===== src/rtl/alu_pkg.sv =====
// Shared types for the multi-cycle ALU: opcodes, carry selection, flag word, FSM state.
// Also holds the carry-source mux used on both completion paths.
package alu_pkg;

  typedef enum logic [3:0] {
    OP_NOT = 4'd0,
    OP_INC = 4'd1,
    OP_DEC = 4'd2,
    OP_ADD = 4'd3,
    OP_SUB = 4'd4,
    OP_AND = 4'd5,
    OP_OR  = 4'd6,
    OP_SHL = 4'd7,
    OP_SHR = 4'd8,
    OP_MUL = 4'd9
  } alu_op_e;

  typedef enum logic [1:0] {
    CS_ALU  = 2'b00,
    CS_SET  = 2'b01,
    CS_CLR  = 2'b10,
    CS_HOLD = 2'b11
  } carry_sel_e;

  typedef struct packed {
    logic c;
    logic n;
    logic z;
  } flags_t;

  typedef enum logic [1:0] {
    ST_IDLE = 2'd0,
    ST_MUL  = 2'd1,
    ST_DONE = 2'd2
  } state_e;

  function automatic logic sel_carry(input carry_sel_e cs, input logic alu_c, input logic cur_c);
    logic c;
    case (cs)
      CS_SET:  c = 1'b1;
      CS_CLR:  c = 1'b0;
      CS_HOLD: c = cur_c;
      default: c = alu_c;
    endcase
    return c;
  endfunction

endpackage


===== src/rtl/alu_mul_iter.sv =====
// Unsigned shift-add multiplier, one partial product per cycle; start performs the first step.
// Latency: done is high in the WIDTH-th cycle after start; abort clears it; no backpressure.
module alu_mul_iter #(
  parameter int WIDTH = 16
) (
  input  logic               clk,
  input  logic               rst_n,
  input  logic               start_i,
  input  logic               abort_i,
  input  logic [WIDTH-1:0]   a_i,
  input  logic [WIDTH-1:0]   b_i,
  output logic               done_o,
  output logic [2*WIDTH-1:0] product_o
);
  localparam int SHW = $clog2(WIDTH);

  logic [2*WIDTH-1:0] prod_q;
  logic [WIDTH-1:0]   mcand_q;
  logic [SHW:0]       cnt_q;
  logic               run_q;

  // Upper half accumulates; lower half holds the not-yet-consumed multiplier bits.
  function automatic logic [2*WIDTH-1:0] step(input logic [2*WIDTH-1:0] p, input logic [WIDTH-1:0] m);
    logic [WIDTH:0] sum;
    sum = {1'b0, p[2*WIDTH-1:WIDTH]} + (p[0] ? {1'b0, m} : '0);
    return {sum, p[WIDTH-1:1]};
  endfunction

  assign done_o    = run_q && (cnt_q == (SHW+1)'(WIDTH));
  assign product_o = prod_q;

  always_ff @(posedge clk or negedge rst_n) begin
    if (!rst_n) begin
      prod_q  <= '0;
      mcand_q <= '0;
      cnt_q   <= '0;
      run_q   <= 1'b0;
    end else if (abort_i || done_o) begin
      cnt_q <= '0;
      run_q <= 1'b0;
    end else if (start_i) begin
      mcand_q <= a_i;
      prod_q  <= step({{WIDTH{1'b0}}, b_i}, a_i);
      cnt_q   <= (SHW+1)'(1);
      run_q   <= 1'b1;
    end else if (run_q) begin
      prod_q <= step(prod_q, mcand_q);
      cnt_q  <= cnt_q + (SHW+1)'(1);
    end
  end

endmodule


===== src/rtl/alu_multicycle.sv =====
// ALU with single-cycle ops (latency 1) and an iterative MUL (latency WIDTH+1).
// in_ready only in IDLE, so one op is in flight at a time; flush aborts it silently.
module alu_multicycle
  import alu_pkg::*;
#(
  parameter int WIDTH = 16
) (
  input  logic             clk,
  input  logic             rst_n,
  input  logic             in_valid,
  output logic             in_ready,
  input  logic [3:0]       alu_op,
  input  logic [WIDTH-1:0] op_a,
  input  logic [WIDTH-1:0] op_b,
  input  logic [1:0]       carry_sel,
  input  logic             flag_en,
  input  logic             flag_pop_en,
  input  logic [2:0]       flags_pop,
  input  logic             flush,
  output logic             out_valid,
  output logic [WIDTH-1:0] result,
  output logic [WIDTH-1:0] result_hi,
  output logic [2:0]       flags,
  output logic             busy
);
  localparam int SHW = $clog2(WIDTH);

  state_e             state_q;
  logic [WIDTH-1:0]   result_q, result_hi_q;
  flags_t             flags_q;
  logic               out_valid_q;
  carry_sel_e         cs_q;
  logic               flag_en_q;

  logic [WIDTH-1:0]   res_d;
  logic               carry_d;
  logic [WIDTH:0]     wide;
  logic [SHW-1:0]     shamt;
  logic               accept, is_mul, mul_done;
  logic [2*WIDTH-1:0] mul_prod;

  function automatic flags_t mk_flags(input logic c, input logic [WIDTH-1:0] r);
    return '{c: c, n: r[WIDTH-1], z: (r == '0)};
  endfunction

  assign in_ready  = (state_q == ST_IDLE);
  assign busy      = (state_q == ST_MUL);
  assign out_valid = out_valid_q;
  assign result    = result_q;
  assign result_hi = result_hi_q;
  assign flags     = flags_q;

  assign accept = in_valid && in_ready && !flush;
  assign is_mul = (alu_op == OP_MUL);
  assign shamt  = op_b[SHW-1:0];

  // The extra bit of 'wide' captures the carry/borrow or the last bit shifted out.
  always_comb begin
    res_d   = op_b;
    carry_d = 1'b0;
    wide    = '0;
    case (alu_op)
      OP_NOT: res_d = ~op_a;
      OP_INC: begin
        wide    = {1'b0, op_a} + (WIDTH+1)'(1);
        res_d   = wide[WIDTH-1:0];
        carry_d = wide[WIDTH];
      end
      OP_DEC: begin
        res_d   = op_a - WIDTH'(1);
        carry_d = (op_a == '0);
      end
      OP_ADD: begin
        wide    = {1'b0, op_a} + {1'b0, op_b};
        res_d   = wide[WIDTH-1:0];
        carry_d = wide[WIDTH];
      end
      OP_SUB: begin
        res_d   = op_a - op_b;
        carry_d = (op_a < op_b);
      end
      OP_AND: res_d = op_a & op_b;
      OP_OR:  res_d = op_a | op_b;
      OP_SHL: begin
        wide    = {1'b0, op_a} << shamt;
        res_d   = wide[WIDTH-1:0];
        carry_d = wide[WIDTH];
      end
      OP_SHR: begin
        wide    = {op_a, 1'b0} >> shamt;
        res_d   = wide[WIDTH:1];
        carry_d = wide[0];
      end
      default: ;
    endcase
  end

  alu_mul_iter #(.WIDTH(WIDTH)) u_mul (
    .clk       (clk),
    .rst_n     (rst_n),
    .start_i   (accept && is_mul),
    .abort_i   (flush),
    .a_i       (op_a),
    .b_i       (op_b),
    .done_o    (mul_done),
    .product_o (mul_prod)
  );

  always_ff @(posedge clk or negedge rst_n) begin
    if (!rst_n) begin
      state_q     <= ST_IDLE;
      result_q    <= '0;
      result_hi_q <= '0;
      flags_q     <= '0;
      out_valid_q <= 1'b0;
      cs_q        <= CS_ALU;
      flag_en_q   <= 1'b0;
    end else begin
      out_valid_q <= 1'b0;
      case (state_q)
        ST_IDLE: if (accept) begin
          if (is_mul) begin
            state_q   <= ST_MUL;
            cs_q      <= carry_sel_e'(carry_sel);
            flag_en_q <= flag_en;
          end else begin
            state_q     <= ST_DONE;
            out_valid_q <= 1'b1;
            result_q    <= res_d;
            result_hi_q <= '0;
            if (flag_en)
              flags_q <= mk_flags(sel_carry(carry_sel_e'(carry_sel), carry_d, flags_q.c), res_d);
          end
        end
        ST_MUL: begin
          if (flush) begin
            state_q <= ST_IDLE;
          end else if (mul_done) begin
            state_q     <= ST_DONE;
            out_valid_q <= 1'b1;
            result_q    <= mul_prod[WIDTH-1:0];
            result_hi_q <= mul_prod[2*WIDTH-1:WIDTH];
            if (flag_en_q)
              flags_q <= mk_flags(sel_carry(cs_q, |mul_prod[2*WIDTH-1:WIDTH], flags_q.c),
                                  mul_prod[WIDTH-1:0]);
          end
        end
        default: state_q <= ST_IDLE;
      endcase
      // A pop must override any ALU flag update on the same edge.
      if (flag_pop_en)
        flags_q <= flags_t'(flags_pop);
    end
  end

endmodule


===== config.mk =====
export PLATFORM = sky130hd
export DESIGN_NAME = alu_multicycle
export DESIGN_NICKNAME = d
export VERILOG_FILES = /design/src/rtl/alu_pkg.sv /design/src/rtl/alu_mul_iter.sv /design/src/rtl/alu_multicycle.sv
export SDC_FILE = /design/constraint.sdc
export NUM_CORES = 1
export LEC_CHECK = 0
export CAP_MARGIN = 20
export CORE_MARGIN = 2
export CORE_UTILIZATION = 35
export CTS_CLUSTER_DIAMETER = 150
export CTS_CLUSTER_SIZE = 12
export DETAILED_ROUTE_END_ITERATION = 7
export GPL_TIMING_DRIVEN = 0
export PLACE_DENSITY = 0.56
export REMOVE_ABC_BUFFERS = 1
export SLEW_MARGIN = 10
export SYNTH_ARGS = -nofsm -noshare
export SYNTH_HDL_FRONTEND = slang
export SYNTH_SLANG_ARGS = --single-unit
export TNS_END_PERCENT = 20

===== constraint.sdc =====
create_clock -name clk -period 7.1 [get_ports clk]
set_input_delay 2.13 -clock clk [delete_from_list [all_inputs] [get_ports clk]]
set_output_delay 2.13 -clock clk [all_outputs]
set_load 0.1 [all_outputs]

==> results_dict.tcl <==
set metrics [dict create \
    run_status "finished clean" \
    drt_iter0_drc 1149 \
    antenna_found_initial 0 \
    cap_violations 0 \
    clk_path_buf_depth 2 \
    fill_cells 2988 \
    wire_per_inst_um 23.15 \
    rrSetupSlack_ps 2900 \
    path_clk_slew_ps 70 \
    gr-total-overflow 0 \
    num_antenna_cells 0 \
    p_per_area_nw_per_um2 177.3 \
    endpoint_kind "flip-flop" \
    ys_ff_latch 95 \
    holdPathStages 2 \
    coreArea_um2 28940 \
    io_buffers 84 \
    async_flop_share 1.000 \
    drive_gt1_frac 0.07539 \
    synth_ff_type "dfrtp_1" \
    stdcell_count 1737 \
    grt_pass1_vias 9999 \
    yosysUniqueCellTypes 87 \
    die_x_um 176.0 \
    dieArea_um2 30970 \
    clock_latency_ps 360 \
    slew_headroom 0.1402 \
    dieHeight_um 176.0 \
    nNetsFinal 1475 \
    cp.required_ps 7350 \
    grt_max_degree 57 \
    place_inst 1719 \
    drv_slew 0 \
    area_delta_synth_final_pct 13.18 \
    synth_compound_area_frac 0.2314 \
    cts.sinks 95 \
    worstHoldStart "result_hi[8]" \
    fin_crit_ps 6931 \
    grt_use_total 0.2618 \
    cts_buffers 9 \
    synth_most_common_cell "nand2_1" \
    cts_tree "done" \
    syn_inst 1344 \
    place_congestion 0.9625 \
    timing.rr.end "flags[0]" \
    hpwl_um 29950 \
    yosys.area_share.simple 0.2473 \
    r2r-start "state_q[1]" \
    final_min_period_over_clock_period 0.9762 \
    finalSetupViolCount 0 \
    ys.warnings.count 0 \
    h-tree-depth 3 \
    rows 62 \
    syn-cell-area_um2 10350 \
    start_kind "input port" \
    synth_top_cell_by_area "dfrtp_1" \
    worstMarginPinSlew_ps 1272 \
    cp.arrival_ps 7180 \
    avgSynthCellArea_um2 7.704 \
    wl_um 40210 \
    total_power_mw 2.078 \
    crit_type "input port to flip-flop" \
    vias_per_cell 6.012 \
    hold_viol 0 \
    synthMuxAreaShare 0.08628 \
    r2r_cells 10 \
    rsz0062_at_grt "false" \
    synth_top_cell_area_share 0.2296 \
    route.detailed.drc 0 \
    root_buffer "clkbuf_16" \
    leakage_nw 4.985 \
    ys_seq_area_frac 0.2296 \
    pin_count 85 \
    via_count 10440 \
    fmax_mhz 144.3 \
    synthXorXnorAreaFrac 0.03722 \
    ys_top_cells_by_count "190 x nand2_1, 111 x nor2_1, 95 x dfrtp_1" \
    clock_skew_ps 10.11 \
    cp_max_fo 25 \
    holdPathEnd "result_hi[8]" \
    synth_edf_count 0 \
    start_util 0.3578 \
    whs_ps 465.7 \
    drtAntennaViolNets 0 \
    synth_fa_ha_area_frac 0.09885 \
    grt_pass1_wl_um 62090 \
    synthTopCellsByArea "dfrtp_1 23%, ha_1 9.3%, nand2_1 6.9%, nor2_1 4.0%, a21oi_1 3.7%" \
    synth_top_family_by_area "simple AND/OR/NAND/NOR gates" \
    min_path_type "flip-flop to flip-flop" \
    drtPass1Iterations 6 \
    vdd_drop_max_mv 0.09759 \
]
[routing by layer]
| layer | vias up | track usage | routed length (µm) |
|---|---|---|---|
| met5 | - | 0 | 0 |
| met4 | 0 | 0.08092 | 1103 |
| met3 | 63 | 0.05168 | 2959 |
| met2 | 396 | 0.3898 | 17150 |
| met1 | 5082 | 0.3804 | 19000 |
| li1 | 4901 | - | - |
[power by group]
group | switching, mW | internal, mW | total [mW]
clock | 0.221 | 0.250 | 0.471
combinational | 0.597 | 0.301 | 0.898
sequential | 0.0854 | 0.623 | 0.709
total | 0.904 | 1.17 | 2.08
[state kept, by name (all words and copies together), names as in the netlist]
name / count
result_hi: 16
u_mul.product_o: 32
state_q: 2
flag_en_q: 1
out_valid: 1
u_mul.cnt_q: 5
result: 16
u_mul.mcand_q: 16
flags: 3
u_mul.run_q: 1
cs_q: 2
[area by class of cell]
| type | instances | area (µm²) | area share |
|---|---|---|---|
| flip-flops and latches | 95 | 2377 | 0.2029 |
| well taps | 384 | 480.5 | 0.04100 |
| repair buffers | 95 | 1026 | 0.08755 |
| clock inverters | 5 | 38.79 | 0.003310 |
| clock buffers | 11 | 242.7 | 0.02071 |
| multi-input cells | 1081 | 7305 | 0.6233 |
| inverters | 66 | 249.0 | 0.02125 |
[metrics by stage]
stage | setup slack, ps | util | TNS [ps] | cell area [µm²]
3_3_place_gp | -2956 | 0.3872 | -97910 | 11200
2_1_floorplan | 1254 | - | 0 | 9883
6_report | 168.8 | 0.4050 | 0 | 11720
3_5_place_dp | -692.2 | 0.3939 | -2230 | 11400
5_1_grt | 66.18 | 0.4050 | 0 | 11720
4_1_cts | 23.20 | 0.4037 | 0 | 11680
[critical path: stages]
cell	delay (ps)
clkdlybuf4s15_2	610
clkinv_1	620
ha_1	650
nor2b_1	100
nor3_1	320
xnor2_1	190
o22ai_1	120
nor4b_1	1040
o211ai_1	250
nor4b_1	350
and4_1	240
nand4_1	170
o41ai_2	380
[what timing repair did]
item | 4_1_cts | 5_1_grt
setup endpoints to repair | 1 | 1
hold buffers | 0 | 0
setup buffers | 0 | 0
pin swaps | 0 | 0
resized for setup | 4 | 1
[worst max-delay path by stage]
stage	cells past startpoint	endpoint	from
finish	13	flags[0]	op_b[3]
global route	15	flags[0]	op_a[0]
CTS	10	flags[0]	alu_op[0]
detailed placement	13	flags[0]	op_b[3]
global placement	8	u_mul.product_o[25]	alu_op[0]
floorplan	6	u_mul.product_o[25]	flush
[cell usage in the layout, fill, tap and decap left out, drive strengths merged, types with 34 or more instances in the layout]
| master | netlist | routed |
|---|---|---|
| mux2i | 34 | 34 |
| ha | 77 | 77 |
| o21ai | 72 | 72 |
| nor2 | 111 | 111 |
| clkdlybuf4s50 | 0 | 78 |
| inv | 64 | 67 |
| a31oi | 45 | 45 |
| a21oi | 76 | 76 |
| nand3 | 48 | 48 |
| nand2 | 190 | 190 |
| dfrtp | 95 | 95 |
[cells by family (layout without fill, tap and decap cells)]
| family | after synthesis | in the layout |
|---|---|---|
| compound gates | 361 | 361 |
| xor+xnor | 44 | 44 |
| fa+ha+maj | 80 | 80 |
| mux | 71 | 71 |
| flops | 95 | 95 |
| simple gates | 525 | 525 |
| buf+inv | 168 | 177 |
No activity file was read; power rests on OpenSTA's default activity.
==> edit, RTL diff (config.mk and constraints unchanged) <==
`WIDTH` is set to 16 in 2 places; all go to 32.
--- a/src/rtl/alu_mul_iter.sv
+++ b/src/rtl/alu_mul_iter.sv
@@ -1,7 +1,7 @@
 // Unsigned shift-add multiplier, one partial product per cycle; start performs the first step.
 // Latency: done is high in the WIDTH-th cycle after start; abort clears it; no backpressure.
 module alu_mul_iter #(
-  parameter int WIDTH = 16
+  parameter int WIDTH = 32
 ) (
   input  logic               clk,
   input  logic               rst_n,
--- a/src/rtl/alu_multicycle.sv
+++ b/src/rtl/alu_multicycle.sv
@@ -3,7 +3,7 @@
 module alu_multicycle
   import alu_pkg::*;
 #(
-  parameter int WIDTH = 16
+  parameter int WIDTH = 32
 ) (
   input  logic             clk,
   input  logic             rst_n,
Ports: changed (resized op_a, op_b, result and result_hi); port bits go from 85 to 149. The function was not compared with the original's and may differ.
==> edit against the unedited design <==
Worst setup slack lost 120 ps; final area grew 100%; total power grew 120%; synthesized area grew 100%; sequential cell count grew 81; non-clock buffer count grew 97; via count grew 120%; wire length grew to 2.5 times the old value; core utilization shrank 0.16 points; clock power grew 110%; combinational power grew 130%; final cell count grew 110%; first-iteration DRC count grew 150%; count of clock-buffer cells in the layout grew 8; largest cell class unchanged.
==> edit: results (changes against the unedited design) <==
pwr:
  vdd_drop_max_v: 0.000205  # +110%
  leakagePower_nw: 9.93  # +99%
placement:
  hpwl_um: 77700  # +160%
  io_buffers: 148  # +76%
  post-place-ws_ps: -1360  # -663 ps
  gp_congestion: 0.988  # +2.7%
  place_inst: 3559  # +110%
final_layout:
  largest_reg_flops: 64  # +100%
  nets: 3036  # +110%
  drive_gt1_frac: 0.0862  # +0.0108
global_route:
  grt_pass1_vias: 22200  # +120%
  grt_max_degree: 101  # +77%
  grt_util_all_layers: 0.321  # +0.0588
  grt_first_pass_wirelength_um: 150000  # +140%
drt:
  drt_pass1_iterations: 8  # +2
  drt_wl_total_um: 102000  # +150%
  num_vias: 23100  # +120%
synth:
  netlist_top_cells_area: "dfrtp_1 21%, ha_1 8.7%, nand2_1 6.5%, nor2_1 4.5%, a21oi_1 4.0%"
  synth.avg_cell_area_um2: 7.48  # -3.0%
  yosysSeqAreaShare: 0.209  # -0.0205
setup_path:
  path_delay_family: "compound AO/OA/AOI/OAI gates"
  critPathArrivalTime_ps: 7480  # +300 ps
  cp_max_fo: 15  # -40%
  slowest_delay_ps: 860  # -180 ps
  slowest_stage: "dlygate4sd2_1"
clocking:
  htreeDepth: 4  # +1
  cts_buffers: 17  # +8
  clock_latency_ps: 510  # +150 ps
run_status:
  status: "finished clean"
timing:
  tightest_slew_ps: 1150  # -119 ps
edit: cell types whose count changed in the layout (fill, tap and decap cells not counted), sizes merged, moves of 40 or more:
cell	unedited run	this run
inv	67	126
nor3	32	90
a31oi	45	90
nand2	190	365
dfrtp	95	176
o21ai	72	152
ha	77	147
nand3	48	110
a21oi	76	168
clkdlybuf4s50	78	118
nor2	111	254
edit: cell type report:
type                    instances  area (um2)
multi-input cells            2296       15400
fillers                      6239       35300
repair buffers                192        2040
diodes                          3        7.51
well taps                     773         967
clock buffers                  19         433
clock inverters                12         129
flip-flops and latches        176        4400
inverters                     124         479
edit: final timing paths:
kind / start / end / cells after the start / slack (ps)
worst min-delay path: result_hi[18] / result_hi[18] / 2 / 470
worst min register to register: result_hi[18] / result_hi[18] / 2 / 470
min in group asynchronous: rst_n / result[22] / 1 / 1670
max in group asynchronous: rst_n / u_mul.mcand_q[4] / 2 / 4470
worst max register to register: u_mul.product_o[0] / u_mul.product_o[58] / 15 / 2470
worst max-delay path: op_b[4] / flags[0] / 14 / 50
edit: logic make-up after synthesis:
kind of cell / after synthesis / synth area share
and+or+nand+nor: 1098 / 0.246
AOI/OAI and AO/OA: 823 / 0.264
buffers and inverters: 345 / 0.0635
DFF: 176 / 0.209
muxes: 158 / 0.0985
adders and majority gates: 150 / 0.0902
xor gates and xnor gates: 67 / 0.0279
edit: power by group:
part           switching [mW]  leakage, nW  internal [mW]
registers               0.206         2.26           1.18
clock network           0.498        0.266          0.490
logic                    1.41         7.40          0.684
total                    2.12         9.93           2.35
edit: worst min-delay path, cell delays in order, from the launching register on:
cell and delay, ps:
dfrtp_1 340, nand2_1 50, nand2_1 40
edit: through the flow:
step,setup TNS [ps],util,power [mW]
after floorplan,-66340,-,2.66
after global placement,-1584950,0.382,3.42
after detailed placement,-5590,0.393,3.46
after CTS,0,0.403,4.46
after global routing,0,0.403,4.69
final,0,0.403,4.47
edit: what timing repair did:
action,4_1_cts,5_1_grt
gates resized for setup,17,32
pin swaps,0,0
setup endpoints to repair,2,1
edit: routing by layer:
layer	global-route usage	wire [um]	up-vias
met5	0	34	-
met4	0.130	4530	6
met3	0.0494	7590	215
met2	0.530	47100	1119
met1	0.418	42400	11400
li1	-	-	10400
